==> config.mk <==
export PLATFORM = sky130hd
export DESIGN_NAME = exe_lsu
export DESIGN_NICKNAME = d
export VERILOG_FILES = /design/src/rtl/exe_lsu.sv
export SDC_FILE = /design/constraint.sdc
export NUM_CORES = 1
export LEC_CHECK = 0
export CORE_MARGIN = 3
export CORE_UTILIZATION = 55
export DETAILED_ROUTE_END_ITERATION = 16
export MAX_ROUTING_LAYER = met4
export PLACE_DENSITY = 0.82
export REMOVE_ABC_BUFFERS = 1
export SYNTH_ARGS = -nofsm -noshare
export SYNTH_HDL_FRONTEND = slang
export SYNTH_SLANG_ARGS = --single-unit
==> constraint.sdc <==
create_clock -name clk -period 18.3 [get_ports clk]
set_input_delay 3.66 -clock clk [delete_from_list [all_inputs] [get_ports clk]]
set_output_delay 3.66 -clock clk [all_outputs]
set_load 0.005 [all_outputs]
==> src/rtl/exe_lsu.sv <==
// exe_lsu: load/store unit between the execute and memory stages.
//
// Accepts one memory op at a time into an issue register, presents it on the
// bus until addr_ok, then tracks it in an in-order queue until data_ok
// returns. Misaligned ops skip the bus and enter the queue already complete
// with an address-error flag. Results leave in accept order; a flush marks
// everything in flight as cancelled so it drains silently.
//
// Ports
//   clk, reset                  clock; asynchronous active-high reset
//   flush                       cancel every in-flight op
//   in_valid/in_ready           op handshake from execute
//   in_wr, in_unsigned, in_size store select, zero-extend load, 0/1/2/3 = B/H/W/D
//   in_addr, in_wdata, in_dest  op operands
//   req, req_wr, req_size,
//   req_addr, req_wstrb,
//   req_wdata                   bus request (held until addr_ok)
//   addr_ok, data_ok, rdata     bus address accept and data return
//   out_valid/out_ready         result handshake to memory stage
//   out_data, out_dest,
//   out_ale, out_badv           result record
//   busy                        issue register or queue occupied
module exe_lsu #(
    parameter int DATA_W = 32,
    parameter int ADDR_W = 32,
    parameter int DEPTH  = 2
) (
    input  logic                clk,
    input  logic                reset,
    input  logic                flush,
    input  logic                in_valid,
    output logic                in_ready,
    input  logic                in_wr,
    input  logic                in_unsigned,
    input  logic [1:0]          in_size,
    input  logic [ADDR_W-1:0]   in_addr,
    input  logic [DATA_W-1:0]   in_wdata,
    input  logic [4:0]          in_dest,
    output logic                req,
    output logic                req_wr,
    output logic [1:0]          req_size,
    output logic [ADDR_W-1:0]   req_addr,
    output logic [DATA_W/8-1:0] req_wstrb,
    output logic [DATA_W-1:0]   req_wdata,
    input  logic                addr_ok,
    input  logic                data_ok,
    input  logic [DATA_W-1:0]   rdata,
    output logic                out_valid,
    input  logic                out_ready,
    output logic [DATA_W-1:0]   out_data,
    output logic [4:0]          out_dest,
    output logic                out_ale,
    output logic [ADDR_W-1:0]   out_badv,
    output logic                busy
);

    localparam int STRB_W = DATA_W / 8;
    localparam int OFF_W  = $clog2(STRB_W);
    localparam int PTR_W  = $clog2(DEPTH);
    localparam int CNT_W  = PTR_W + 1;

    typedef enum logic [1:0] {
        ST_EMPTY = 2'd0,
        ST_WAIT  = 2'd1,
        ST_DONE  = 2'd2
    } ent_st_e;

    typedef struct packed {
        ent_st_e             st;
        logic                cancel;
        logic                wr;
        logic                uns;
        logic [1:0]          size;
        logic [OFF_W-1:0]    off;
        logic [4:0]          dest;
        logic                ale;
        logic [ADDR_W-1:0]   badv;
        logic [DATA_W-1:0]   data;
    } ent_t;

    typedef struct packed {
        logic                valid;
        logic                cancel;
        logic                wr;
        logic                uns;
        logic [1:0]          size;
        logic [ADDR_W-1:0]   addr;
        logic [DATA_W-1:0]   wdata;
        logic [STRB_W-1:0]   wstrb;
        logic [4:0]          dest;
    } iss_t;

    ent_t             q_q [DEPTH];
    ent_t             q_d [DEPTH];
    iss_t             iss_q, iss_d;
    logic [PTR_W-1:0] head_q, head_d, tail_q, tail_d;
    logic [CNT_W-1:0] cnt_q, cnt_d;

    logic              in_mis, accept, issue_fire, push, pop;
    logic [2:0]        align_mask;
    logic [15:0]       strb_full;
    logic [STRB_W-1:0] in_wstrb;
    logic [DATA_W-1:0] in_wrep;
    logic              wait_found;
    logic [PTR_W-1:0]  wait_idx, scan_idx;

    // Shift the addressed bytes down, keep the access size, then extend.
    function automatic logic [DATA_W-1:0] load_ext(input logic [DATA_W-1:0] raw,
                                                   input logic [OFF_W-1:0]  off,
                                                   input logic [1:0]        size,
                                                   input logic              uns);
        logic [DATA_W-1:0] sh, keep;
        logic              sign;
        sh = raw >> {off, 3'b000};
        case (size)
            2'd0:    begin keep = DATA_W'(8'hFF);        sign = sh[7];        end
            2'd1:    begin keep = DATA_W'(16'hFFFF);     sign = sh[15];       end
            2'd2:    begin keep = DATA_W'(32'hFFFF_FFFF); sign = sh[31];       end
            default: begin keep = '1;                    sign = sh[DATA_W-1]; end
        endcase
        return (sh & keep) | ((sign && !uns) ? ~keep : '0);
    endfunction

    // Decode of the incoming op: alignment, byte strobes, lane replication.
    // NOTE: every combinational output gets a default before any branch, so no latch is inferred.
    always_comb begin
        align_mask = 3'b000;
        case (in_size)
            2'd0:    align_mask = 3'b000;
            2'd1:    align_mask = 3'b001;
            2'd2:    align_mask = 3'b011;
            default: align_mask = 3'b111;
        endcase
        // A doubleword cannot be carried by a 32-bit data path at all.
        in_mis = (|(in_addr[2:0] & align_mask)) || ((in_size == 2'd3) && (DATA_W < 64));

        strb_full = (16'd1 << (5'd1 << in_size)) - 16'd1;
        strb_full = strb_full << in_addr[OFF_W-1:0];
        in_wstrb  = strb_full[STRB_W-1:0];

        in_wrep = '0;
        for (int b = 0; b < STRB_W; b++) begin
            in_wrep[8*b +: 8] = in_wdata[8*(b & ((1 << in_size) - 1)) +: 8];
        end
    end

    assign in_ready   = !flush && !iss_q.valid && (cnt_q < CNT_W'(DEPTH));
    assign accept     = in_valid && in_ready;
    assign issue_fire = iss_q.valid && addr_ok;
    assign push       = (accept && in_mis) || issue_fire;
    // A cancelled result is dropped as soon as it is DONE at the head.
    assign pop        = (q_q[head_q].st == ST_DONE) && (q_q[head_q].cancel || out_ready);

    // Next-state for issue register and queue.
    always_comb begin
        q_d    = q_q;
        iss_d  = iss_q;
        head_d = head_q;
        tail_d = tail_q;
        cnt_d  = cnt_q + CNT_W'(push) - CNT_W'(pop);

        // Oldest WAIT entry, scanning from the head in queue order.
        wait_found = 1'b0;
        wait_idx   = head_q;
        scan_idx   = head_q;
        for (int i = 0; i < DEPTH; i++) begin
            scan_idx = head_q + PTR_W'(i);
            if (!wait_found && (q_q[scan_idx].st == ST_WAIT)) begin
                wait_found = 1'b1;
                wait_idx   = scan_idx;
            end
        end

        // data_ok with nothing waiting is a stale response and is dropped.
        if (data_ok && wait_found) begin
            q_d[wait_idx].st   = ST_DONE;
            q_d[wait_idx].data = q_q[wait_idx].wr ? '0
                               : load_ext(rdata, q_q[wait_idx].off, q_q[wait_idx].size,
                                          q_q[wait_idx].uns);
        end

        if (pop) begin
            q_d[head_q] = '0;
            head_d      = head_q + PTR_W'(1);
        end

        // Push and pop never target the same slot: a push needs a free slot,
        // a pop needs an occupied head.
        if (push) begin
            q_d[tail_q] = '0;
            if (issue_fire) begin
                q_d[tail_q].st     = ST_WAIT;
                q_d[tail_q].cancel = iss_q.cancel;
                q_d[tail_q].wr     = iss_q.wr;
                q_d[tail_q].uns    = iss_q.uns;
                q_d[tail_q].size   = iss_q.size;
                q_d[tail_q].off    = iss_q.addr[OFF_W-1:0];
                q_d[tail_q].dest   = iss_q.dest;
            end else begin
                q_d[tail_q].st   = ST_DONE;
                q_d[tail_q].dest = in_dest;
                q_d[tail_q].ale  = 1'b1;
                q_d[tail_q].badv = in_addr;
            end
            tail_d = tail_q + PTR_W'(1);
        end

        if (accept && !in_mis) begin
            iss_d.valid  = 1'b1;
            iss_d.cancel = 1'b0;
            iss_d.wr     = in_wr;
            iss_d.uns    = in_unsigned;
            iss_d.size   = in_size;
            iss_d.addr   = in_addr;
            iss_d.wdata  = in_wrep;
            iss_d.wstrb  = in_wstrb;
            iss_d.dest   = in_dest;
        end else if (issue_fire) begin
            // Only the valid/cancel bits drop; the request fields stay put.
            iss_d.valid  = 1'b0;
            iss_d.cancel = 1'b0;
        end

        // Flush only tags ops; bus fields are untouched so req_* stay stable.
        if (flush) begin
            for (int i = 0; i < DEPTH; i++) begin
                if (q_d[i].st != ST_EMPTY) q_d[i].cancel = 1'b1;
            end
            if (iss_d.valid) iss_d.cancel = 1'b1;
        end
    end

    // NOTE: state registers use non-blocking assignments only; the queue is
    // small and fully reset so its outputs read zero out of reset.
    always_ff @(posedge clk or posedge reset) begin
        if (reset) begin
            q_q    <= '{default: '0};
            iss_q  <= '0;
            head_q <= '0;
            tail_q <= '0;
            cnt_q  <= '0;
        end else begin
            q_q    <= q_d;
            iss_q  <= iss_d;
            head_q <= head_d;
            tail_q <= tail_d;
            cnt_q  <= cnt_d;
        end
    end

    assign req       = iss_q.valid;
    assign req_wr    = iss_q.wr;
    assign req_size  = iss_q.size;
    assign req_addr  = iss_q.addr;
    assign req_wstrb = iss_q.wstrb;
    assign req_wdata = iss_q.wdata;

    assign out_valid = (q_q[head_q].st == ST_DONE) && !q_q[head_q].cancel;
    assign out_data  = q_q[head_q].data;
    assign out_dest  = q_q[head_q].dest;
    assign out_ale   = q_q[head_q].ale;
    assign out_badv  = q_q[head_q].badv;
    assign busy      = iss_q.valid || (cnt_q != '0);

endmodule

# --- Yosys cells after proc, flatten, opt, wreduce, memory -nomap -nowiden ---
# Index checks and enable logic that the tools add are counted.
classes:
  n_addsub: 6
  magnitude_cmp: 8
  n_eq_ne: 7
  shifts: 8
  n_mux: 70
  n_bitwise: 12
  reduce_logical: 30
op_table:
  columns: ["op", "count"]
  rows:
  - ["$bwmux W158", 13]
  - ["$demux W79 S1", 13]
  - ["$mux W79", 10]
  - ["$mux W158", 4]
  - ["$and A158 B158 Y158", 2]
  - ["$not A158 Y158", 2]
  - ["$mux W76", 4]
  - ["$mux W32", 4]
  - ["$mux W77", 1]
  - ["$mux W75", 1]
  - ["$mux W74", 1]
  - ["$mux W72", 1]
  - ["$mux W70", 1]
  - ["$mux W65", 1]
  - ["$mux W64", 1]
  - ["$pmux W32 S2", 1]
  - ["$shiftx A32 B6 Y8", 2]
  - ["$and A32 B32 Y32", 1]
  - ["$not A32 Y32", 1]
  - ["$or A32 B32 Y32", 1]
  - ["$shiftx A32 B5 Y8", 1]
  - ["$shr A32 B5 Y32", 1]
  - ["$shl A1 B5 Y16 const A", 1]
  - ["$shl A16 B2 Y4", 1]
  - ["24 further kinds", 72]
word_totals:
  reg_bits: 241
  inputBits: 112
  elab_cells: 173

# --- Logic depth before layout (Yosys ltp) ---
# Gate-level depths: netlist (run 1).
logic_depth:
  depth_word: 37
  mapped_depth: 11
  ltp_nobuf: 9

# --- Worst setup path after synthesis (run 1) ---
# No wires, ideal clock.
synth_path:
  path_kind: "input port to output port"
  from: "input flush"
  to: "output in_ready"
  t_arrival_ps: 3864
  required_ps: 14640
  setup_slack_ps: 10776
  stages: 1
  n_path_buf: 0
  cell_sequence: "nor3_1"
synth_between:
  elab_chain_len: 3
synth_rtl:
  columns: ["element", "line_no", "rtl"]
  rows:
  - ["from (decl)", "30", "input logic flush,"]
  - ["$logic_not A1 Y1", "147", "assign in_ready = !flush && !iss_q.valid && (cnt_q < CNT_W'(DEPTH));"]
  - ["$logic_and A1 B1 Y1 (2 in a row)", "147", null]
  - ["to (decl)", "32", "output logic in_ready,"]
# No other way between the ends.

# --- Worst setup path after layout (run 1) ---
# Ends and elaborated chain as after synthesis.

==> results of run 1 <==
-- synthesized netlist by cell type (all sizes together), types with 2 or more instances --
cell / instances
mux2i: 47
o211ai: 4
a2bb2oi: 3
o21ai: 70
inv: 15
a221oi: 7
or2: 4
nor2b: 3
a221o: 8
a32oi: 9
a21oi: 15
and2: 10
dfrtp: 241
nand2: 92
nor3: 13
nand3: 16
clkbuf: 45
o31ai: 12
a22oi: 16
nor2: 52
nand2b: 4
o31a: 2
o22ai: 2
a211oi: 8
a211o: 3
a22o: 79
buf: 93
nand4: 2
xnor2: 3
ha: 5
or3: 10
mux2: 131
-- routing by layer --
metal  up-vias  global-route usage (%)  wire length, um
li1       4031                       -                -
met1      4405                    35.8            13200
met2       376                    42.5            14800
met3        61                    8.09             2930
met4         0                    8.49              990
met5         -                       -                0
-- state kept, by name, summed over array words and instances, names as in the netlist, 2 cells and up --
signal / count
cnt_q: 2
iss_q: 7
q_q: 158
req_addr: 32
req_size: 2
req_wdata: 32
req_wstrb: 4
-- area by class of cell --
type	count	area [sq um]
inverters	15	63.8
fillers	1465	5800
repair buffers	265	2630
flip-flops and latches	241	6030
clock inverters	7	63.8
clock buffers	39	821
multi-input cells	647	4930
diodes	1	2.50
well taps	270	338
-- kinds of logic (layout without fill, tap and decap cells) --
logic type,after synthesis,in the layout,share of synthesized area [%]
mux,178,178,16.5
buf+inv,153,326,7.43
simple gates,212,212,8.49
xor+xnor,3,3,0.223
flops,241,241,51.1
fa+ha+maj,6,6,0.625
compound gates,248,248,15.7
other cells,0,1,0
-- final timing paths --
path,startpoint,to,cells past startpoint,slack [ns]
min in group asynchronous,reset,q_q[92],2,3.67
setup / recovery,flush,in_ready,3,9.71
hold / removal,req_wdata[12],req_wdata[12],2,0.48
setup reg to reg,head_q,q_q[28],7,14.55
max in group asynchronous,reset,cnt_q[0],3,13.20
hold reg to reg,req_wdata[12],req_wdata[12],2,0.48
-- cell usage in the layout, fill, tap and decap left out, types with 4 or more instances in the layout --
cell type	synthesis	layout
nand2_1	92	91
o31ai_2	4	4
nor3_1	10	9
o21ai_0	40	40
buf_4	73	9
clkbuf_8	0	10
o21ai_1	30	30
clkdlybuf4s50_1	0	256
or3_1	10	10
ha_1	5	5
mux2i_1	47	46
nand3_1	16	16
clkbuf_16	0	27
mux2_2	130	130
a32oi_1	9	9
a22oi_1	16	16
dfrtp_1	241	240
clkinv_2	0	5
a211oi_1	8	8
a221oi_1	7	7
a21oi_1	14	14
inv_1	14	13
and2_0	7	7
nor2_1	49	47
a22o_1	79	79
a221o_1	8	8
o31ai_1	8	8
-- worst register-to-register path, cell delays in order (launching register included) --
cell      delay [ns]
dfrtp_4         0.81
and3b_1         0.28
or3_1           0.13
nand3_1         0.59
o211ai_1        0.53
a21oi_1         0.17
nor4_2          0.95
a221o_1         0.23
-- power by group through the flow --
stage / combinational (mW) / sequential [mW] / clock, mW
after floorplan: 0.623 / 0.891 / 0
after global placement: 1.15 / 0.905 / 0
after detailed placement: 1.18 / 0.916 / 0
after CTS: 1.19 / 0.913 / 0.540
after global routing: 1.28 / 0.944 / 0.563
final: 1.18 / 0.917 / 0.533
==> summary.md, run 1 <==
| Metric | Value |
|---|---|
| Cell row count | 52 |
| Pre-CTS setup slack | 9.69 ns |
| Max Cap Viol | 0 |
| Routed length per instance | 21.5 um |
| Vias in the first global route | 9228 |
| Via density | 5.98 |
| Worst endpoint data arrival time | 4.93 ns |
| Endpoints failing setup | 0 |
| Die W | 153 um |
| Share of flip-flops with an asynchronous set or reset | 100% |
| H-tree levels | 1 |
| # hold bufs at CTS | 0 |
| Post-synth top flop | dfrtp_1 |
| Sw frac | 35.0% |
| Yosys warnings | 0 |
| Area leader, netlist | dfrtp_1 |
| Worst-path cell with the longest stage delay | clkdlybuf4s50_1 |
| Worst Hold Class | flop to flop |
| WS Path Type | input pin to output pin |
| # port buffers | 256 |
| Total Power | 2.63 mW |
| DIE AREA | 23300 sq um |
| Mean Syn Cell Area | 11.3 sq um |
| Netlist cell types | 65 |
| Critical Path, Cell by Cell | clkdlybuf4s50_1 > nor3_1 > clkdlybuf4s50_1 |
| Layout Area Growth over Synthesis | 26.1% |
| Outcome | finished clean |
| Starting Density | 57.1% |
| Crit path required time | 14.64 ns |
| Combinational power share | 44.9% |
| P_int | 1.71 mW |
| Clk buf depth | 3 |
| Min Hold Slack | 0.479 ns |
| Ranking of synthesized cells by area | dfrtp_1 (51%), mux2_2 (12%), a22o_1 (5.9%), buf_4 (4.6%), mux2i_1 (4.0%) |
| Max_slew headroom | 21.2% |
| Clock share of power | 20.2% |
| I/O pin count | 257 |
| Most Frequent Cell on Critical Path | clkdlybuf4s50_1 |
| Total CTS buffers | 26 |
| CP max FO | 5 |
| Clock root buffer | clkbuf_16 |
| Final worst slack | 9.71 ns |
| Leak | 6.72 nW |
| DRC viols | 0 |
| Post-layout util | 71.9% |
| Post-CTS Resized | 0 |
| Synth Instances | 1041 |
| Max Freq | 116 MHz |
| Final worst-path cycle share | 46.9% |
| Via Count | 8873 |
| Worst IR drop on VDD | 115 uV |
| Unrepaired setup endpoints after global routing | no |
| Switch Pwr | 921 uW |
| Placed insts | 1438 |
| Clock transition at path regs | 0.06 ns |
| DIE HEIGHT | 153 um |
| Sequential fraction of the synthesis area | 51.1% |
| Nets | 1313 |
| Setup Buffers After CTS | 0 |
| Core area | 20700 sq um |
| Layout Cells excl Fill | 1485 |
| Starting DRT DRC Count | 668 |
| Setup Skew | 0.00894 ns |
| Crit path largest cell delay | 0.53 ns |
| Initial antenna violation count | 1 |
| Total global routing overflow | 0 |
| Sum Neg Setup Slack | 0 ns |
| Clk_lat worst skew | 0.52 ns |
| Drt pass-1 iters | 5 |
| Post-route cell area | 14900 sq um |
| Worst Path Buf+Inv | 2 |
| Critical Path End Type | output pin |
| Post-synth EDFFs | 0 |
| Yosys reg bits | 241 |
| Total wire length | 31.9 mm |
| ANT nets after route | 0 |
| Tot GR Track Use | 27.6% |
| Pwr Density | 177 nW/um^2 |
| Mapped Area | 11800 sq um |
| Startpoint type of the worst setup path | input pin |
| Area share of the largest cell type after synthesis | 51.1% |
| Minimum clock period | 8.59 ns |
| First-pass GRT wire length | 51.0 mm |
| GPL Wtd Cong | 0.849 |
| CTS tree | yes |
| Sequential power share | 34.8% |
| DP Area | 14000 sq um |
| Final hold vios | 0 |
| Slew @ Worst Pin | 1.17 ns |
| Largest net degree at the start of global routing | 109 |
| Critical path's top delay family | buffers and inverters |
| Clk sinks | 241 |
| Share of cells above drive strength 1 | 17.5% |
| Post-DP HPWL | 21.9 mm |
| Max Transition Viols Final | 0 |
No activity file was read; power rests on OpenSTA's default activity.
==> inputs of run 2 (changes only) <==
CORE_UTILIZATION = 46   (was 55)
PLACE_DENSITY = 0.72   (was 0.82)
clock period = 7.07 ns   (was 18.3 ns; I/O delays follow)
==> run 2 against run 1 <==
  * Clock power increased to 2.7 times the previous value
  * Wire length fell by 0.53%
  * First-iteration DRC count shrank 22%
  * Worst hold slack improved by 0.0013 ns
  * Sequential power increased to 2.6 times the previous value
  * Largest cell class unchanged
  * Largest power group unchanged
==> summary.md, run 2 (synthesized netlist as in run 1, its figures left out) <==
| Metric | Value |
|---|---|
| Outcome | finished clean (unchanged) |
| Vias in the first global route | 9049 (was 9228) |
| Critical Path End Type | output pin (unchanged) |
| Commonest non-fill, non-tap cell in the layout | clkdlybuf4s50_1 (unchanged) |
| Total Power | 6.87 mW (was 2.63 mW) |
| Met2 layer usage reported by global route | 35.6% (was 42.5%) |
| Clk_lat worst skew | 0.53 ns (was 0.52 ns) |
| Starting Density | 46.9% (was 57.1%) |
| Sw frac | 34.7% (was 35.0%) |
| Minimum clock period | 4.44 ns |
| Post-DP HPWL | 21.3 mm (was 21.9 mm) |
| Cell row count | 58 (was 52) |
| Starting DRT DRC Count | 524 (was 668) |
| Clock share of power | 21.2% (was 20.2%) |
| Worst Hold Class | flop to flop (unchanged) |
| Drt pass-1 iters | 5 (unchanged) |
| Crit path required time | 5.66 ns (was 14.64 ns) |
| DIE HEIGHT | 166 um (was 153 um) |
| Final hold vios | 0 (unchanged) |
| H-tree levels | 1 (unchanged) |
| Fillers | 2057 (was 1465) |
| Max Freq | 225 MHz |
| Total global routing overflow | 0 (unchanged) |
| Startpoint type of the worst setup path | flop (was input pin) |
| Switch Pwr | 2.38 mW (was 921 uW) |
| Nets | 1318 (was 1313) |
| CTS tree | yes (unchanged) |
| Core area | 25200 sq um (was 20700 sq um) |
| Post-CTS Resized | 0 (unchanged) |
| Pwr Density | 457 nW/um^2 (was 177 nW/um^2) |
| WS Path Type | flop to output pin (was input pin to output pin) |
| Via Count | 8765 (was 8873) |
| Total CTS buffers | 28 (was 26) |
| Die W | 166 um (was 153 um) |
| Routed length per instance | 20.4 um (was 21.5 um) |
| DRC viols | 0 (unchanged) |
| # hold bufs at CTS | 0 (unchanged) |
| ANT nets after route | 0 (unchanged) |
| Clk sinks | 241 (unchanged) |
| Clock transition at path regs | 0.06 ns (about the same) |
| Largest net degree at the start of global routing | 157 (was 109) |
| Clk buf depth | 3 (unchanged) |
| GPL Wtd Cong | 0.866 (was 0.849) |
| Worst IR drop on VDD | 261 uV (was 115 uV) |
| CP max FO | 53 (was 5) |
| Setup Skew | 0.0191 ns (was 0.00894 ns) |
| Tot GR Track Use | 23.0% (was 27.6%) |
| Final worst-path cycle share | 62.9% |
| Share of cells above drive strength 1 | 17.5% (about the same) |
| Grt met3 use | 6.74% (was 8.09%) |
| Most frequent cells in the layout | clkdlybuf4s50_1 (256), dfrtp_1 (240), mux2_2 (130), nand2_1 (91), a22o_1 (79) (unchanged) |
| Layout Cells excl Fill | 1552 (was 1485) |
| Met1 Usage GRT | 30.8% (was 35.8%) |
| Antenna diode count | 0 (was 1) |
| Biggest register | q_q (unchanged) |
| DIE AREA | 27600 sq um (was 23300 sq um) |
| Slew @ Worst Pin | 1.17 ns (about the same) |
| Unrepaired setup endpoints after global routing | no (unchanged) |
| Layout Area Growth over Synthesis | 27.2% (was 26.1%) |
| Setup Buffers After CTS | 0 (unchanged) |
| Via density | 5.65 (was 5.98) |
| Clock root buffer | clkbuf_16 (unchanged) |
| Leak | 6.75 nW (was 6.72 nW) |
| Worst endpoint data arrival time | 3.03 ns (was 4.93 ns) |
| Max_slew headroom | 22.1% (was 21.2%) |
| Max Transition Viols Final | 0 (unchanged) |
| Initial antenna violation count | 0 (was 1) |
| Combinational power share | 44.5% (was 44.9%) |
| P_int | 4.49 mW (was 1.71 mW) |
| Endpoints failing setup | 0 (unchanged) |
| # port buffers | 256 (unchanged) |
| I/O pin count | 257 (unchanged) |
| Sequential power share | 34.3% (was 34.8%) |
| First-pass GRT wire length | 50.7 mm (was 51.0 mm) |
| Max reg flops | 158 (unchanged) |
| Placed insts | 1501 (was 1438) |
| Total wire length | 31.7 mm (was 31.9 mm) |
| Max Cap Viol | 0 (unchanged) |
| Most Used Layer, Global Route | met2 (unchanged) |
## run 2: final timing paths
| check | startpoint | to | slack [ns] | cells after the start |
|---|---|---|---|---|
| min | q_q[11] | q_q[11] | 0.48 | 2 |
| min reg2reg | q_q[11] | q_q[11] | 0.48 | 2 |
| min in group asynchronous | reset | q_q[87] | 1.43 | 2 |
| max | head_q | out_valid | 2.63 | 4 |
| max in group asynchronous | reset | q_q[154] | 4.15 | 3 |
| max reg2reg | head_q | q_q[31] | 3.34 | 7 |
## run 2: layout make-up
type | instances | area [sq um] | share of cell area [%]
Inverter | 15 | 63.8 | 0.425
Sequential cell | 241 | 6030 | 40.2
Timing Repair Buffer | 268 | 2650 | 17.7
Multi-Input combinational cell | 647 | 4920 | 32.8
Tap cell | 330 | 413 | 2.75
Clock buffer | 38 | 790 | 5.26
Clock inverter | 13 | 146 | 0.975
## run 2: stage by stage
step | instance area, sq um | util [%] | TNS [ns] | hold WS (ns) | worst slack (ns)
floorplan | 11000 | - | -231.47 | 0.445 | -0.960
global placement | 14100 | 55.9 | 0 | 0.461 | 2.19
detailed placement | 14100 | 55.9 | 0 | 0.472 | 2.16
CTS | 15000 | 59.6 | 0 | 0.485 | 2.56
global route | 15000 | 59.6 | 0 | 0.502 | 2.46
finish | 15000 | 59.6 | 0 | 0.481 | 2.63
## run 2: power by group through the flow
stage / sequential [mW] / clock [mW] / combinational (mW)
after floorplan: 2.31 / 0 / 1.61
after global placement: 2.34 / 0 / 3.03
after detailed placement: 2.36 / 0 / 3.06
after CTS: 2.35 / 1.49 / 3.08
after global routing: 2.43 / 1.55 / 3.32
final: 2.35 / 1.46 / 3.06
## run 2: critical path, stage by stage, from the launching register on
cell and delay [ns]:
dfrtp_4 0.73, buf_4 0.68, mux2_2 0.42, nor2_1 0.14
clkdlybuf4s50_1 0.53
## run 2: per-layer routing
metal  share of wire, %  vias up
li1                   -     4049
met1                 44     4363
met2                 46      326
met3                8.6       27
met4                1.2        0
met5                  0        -
==> inputs of run 3 (changes only) <==
CORE_UTILIZATION = 51   (was 46)
PLACE_DENSITY = 0.76   (was 0.72)
clock period = 4.35 ns   (was 7.07 ns; I/O delays follow)
==> run 3 against run 2 <==
  * Sequential cell count unchanged
  * Power up 64%
  * Worst hold slack worse by 0.0044 ns
  * Clock power up 64%
  * Combinational power up 64%
  * Register-to-register slack worse by 2.2 ns
  * Clock skew down 0.0079 ns
  * Critical path type unchanged
==> summary.md, run 3 (synthesized netlist as in run 1, its figures left out) <==
| Metric | Value |
|---|---|
| Die W | 158 um (was 166 um) |
| CP max FO | 53 (unchanged) |
| Hold path cells | 2 (unchanged) |
| Unrepaired setup endpoints after global routing | no (unchanged) |
| R2r endpoint | q_q[105] (was q_q[31]) |
| DIE AREA | 25000 sq um (was 27600 sq um) |
| Sequential power share | 34.2% (was 34.3%) |
| Final hold vios | 0 (unchanged) |
| I/O pin count | 257 (unchanged) |
| Starting Density | 52.0% (was 46.9%) |
| DR top layer | met4 (unchanged) |
| Total wire length | 31.4 mm (was 31.7 mm) |
| Fillers | 1766 (was 2057) |
| Cell row count | 55 (was 58) |
| Tot GR Track Use | 25.3% (was 23.0%) |
| Drt pass-1 iters | 5 (unchanged) |
| # port buffers | 256 (unchanged) |
| Total CTS buffers | 26 (was 28) |
| Layout Cells excl Fill | 1515 (was 1552) |
| Startpoint type of the worst setup path | flop (unchanged) |
| Final worst-path cycle share | 86.3% |
| Most frequent cells in the layout | clkdlybuf4s50_1 (256), dfrtp_1 (240), mux2_2 (130), nand2_1 (91), a22o_1 (79) (unchanged) |
| DIE HEIGHT | 158 um (was 166 um) |
| Worst R2R Path Depth | 7 (unchanged) |
| Max_slew headroom | 16.0% (was 22.1%) |
| Routed length per instance | 20.8 um (was 20.4 um) |
| Nets | 1326 (was 1318) |
| CTS tree | yes (unchanged) |
| Total global routing overflow | 0 (unchanged) |
| Crit path largest cell delay | 0.89 ns (was 0.73 ns) |
| ANT nets after route | 0 (unchanged) |
| Post-DP HPWL | 21.2 mm (was 21.3 mm) |
| Reg area | 6030 sq um (unchanged) |
| Max Freq | 266 MHz |
| WS Path Type | flop to output pin (unchanged) |
| Post-layout util | 66.4% (was 59.6%) |
| Max Transition Viols Final | 0 (unchanged) |
| Final worst slack | 0.595 ns (was 2.63 ns) |
| Met3 WL post-DR | 2.96 mm (was 2.73 mm) |
| P_int | 7.37 mW (was 4.49 mW) |
| Clk sinks | 241 (unchanged) |
| Max reg flops | 158 (unchanged) |
| Biggest register | q_q (unchanged) |
| Clk buf depth | 3 (unchanged) |
| Critical Path End Type | output pin (unchanged) |
| Endpoints failing setup | 0 (unchanged) |
| Outcome | finished clean (unchanged) |
| Clock share of power | 21.3% (was 21.2%) |
| Layout Area Growth over Synthesis | 27.7% (was 27.2%) |
| Via Count | 8819 (was 8765) |
| DP Area | 14100 sq um (about the same) |
| Sw frac | 34.5% (was 34.7%) |
| Via density | 5.82 (was 5.65) |
| GPL Wtd Cong | 0.901 (was 0.866) |
| Slew @ Worst Pin | 1.25 ns (was 1.17 ns) |
| Hold Crit Start | req_wdata[16] (was q_q[11]) |
| Critical path's top delay family | buffers and inverters (unchanged) |
| Switch Pwr | 3.89 mW (was 2.38 mW) |
| Worst-path cell with the longest stage delay | dfrtp_4 (unchanged) |
| Max Cap Viol | 0 (unchanged) |
| Met2 WL | 14.3 mm (was 14.5 mm) |
| Placed insts | 1466 (was 1501) |
| Post-Route M1 WL | 13.4 mm (was 14.1 mm) |
| DRC viols | 0 (unchanged) |
| Worst Path Buf+Inv | 2 (unchanged) |
| # hold bufs at CTS | 0 (unchanged) |
| Total Power | 11.3 mW (was 6.87 mW) |
| Clock root buffer | clkbuf_16 (unchanged) |
| First-pass GRT wire length | 49.1 mm (was 50.7 mm) |
| Pre-CTS setup slack | 0.509 ns (was 2.16 ns) |
| Worst Hold Class | flop to flop (unchanged) |
| RR Startpoint | head_q (unchanged) |
| Commonest non-fill, non-tap cell in the layout | clkdlybuf4s50_1 (unchanged) |
| Worst IR drop on VDD | 450 uV (was 261 uV) |
| Post-route cell area | 15100 sq um (was 15000 sq um) |
| R2R setup slack | 1.15 ns (was 3.34 ns) |
| Setup Buffers After CTS | 0 (unchanged) |
| Vias in the first global route | 9002 (was 9049) |
| Setup Skew | 0.0112 ns (was 0.0191 ns) |
| Starting DRT DRC Count | 555 (was 524) |
| Share of cells above drive strength 1 | 18.1% (was 17.5%) |
| Hold endpoint | req_wdata[16] (was q_q[11]) |
| Initial antenna violation count | 1 (was 0) |
| Combinational power share | 44.5% (about the same) |
| Largest net degree at the start of global routing | 93 (was 157) |
| Minimum clock period | 3.75 ns |
| Critical Path, Cell by Cell | buf_4 > mux2_2 > clkdlybuf4s50_1 (was buf_4 > mux2_2 > nor2_1 > clkdlybuf4s50_1) |
| Post-CTS Resized | 0 (unchanged) |
| Area of the multi-input gates | 4920 sq um (unchanged) |
| Core area | 22700 sq um (was 25200 sq um) |
| Crit path required time | 3.48 ns (was 5.66 ns) |
| Pwr Density | 747 nW/um^2 (was 457 nW/um^2) |
| Clk_lat worst skew | 0.53 ns (about the same) |
| Clock transition at path regs | 0.06 ns (about the same) |
| Leak | 6.82 nW (was 6.75 nW) |
| H-tree levels | 1 (unchanged) |
| Worst endpoint data arrival time | 2.88 ns (was 3.03 ns) |
-- run 3: cell count changes in the layout (fill, tap and decap cells not counted), moves of 2 or more --
cell / previous run / this run
buf_4: 12 / 19
clkbuf_16: 29 / 27
bufinv_16: 3 / 5
clkbuf_1: 6 / 4
buf_12: 0 / 3
-- run 3: worst reg2reg max path, cell delays in order, from the launching register on --
cell,delay [ns]
dfrtp_4,0.89
maj3_2,0.50
mux2i_2,0.23
buf_4,0.32
o211ai_1,0.19
a21oi_1,0.29
or2_1,0.50
o21ai_1,0.16
-- run 3: how the worst max path moves through the flow --
stage	start	to	slack (ns)	depth (start not counted)
final	head_q	out_data[10]	0.60	3
after global routing	head_q	out_data[10]	0.49	3
after CTS	head_q	out_data[23]	0.56	3
after detailed placement	flush	q_q[16]	0.51	10
after global placement	flush	q_q[76]	0.59	9
after floorplan	reset	cnt_q[0]	-3.14	1
-- run 3: cell type report --
class	instances	share of cell area [%]
flip-flops and latches	241	40.0
multi-input cells	647	32.6
repair buffers	278	18.3
clock buffers	35	4.95
well taps	285	2.36
clock inverters	13	1.28
inverters	15	0.423
diodes	1	0.0166
-- run 3: per-layer routing --
metal  vias up  GRT usage (%)
met3        50           7.71
met2       359           38.0
met5         -              -
met4         0           6.72
li1       4043              -
met1      4367           33.7
-- run 3: power groups by stage --
stage	Combinational (mW)	Clock, mW	Sequential [mW]
floorplan	2.62	0	3.75
global placement	4.90	0	3.82
detailed placement	4.98	0	3.86
CTS	5.02	2.45	3.85
global route	5.41	2.54	3.97
finish	5.01	2.40	3.85
-- run 3: metrics by stage --
step | TNS, ns | hold slack [ns]
after CTS | 0 | 0.484
after floorplan | -798.82 | 0.445
after global routing | 0 | 0.505
after detailed placement | 0 | 0.469
final | 0 | 0.476
after global placement | 0 | 0.460
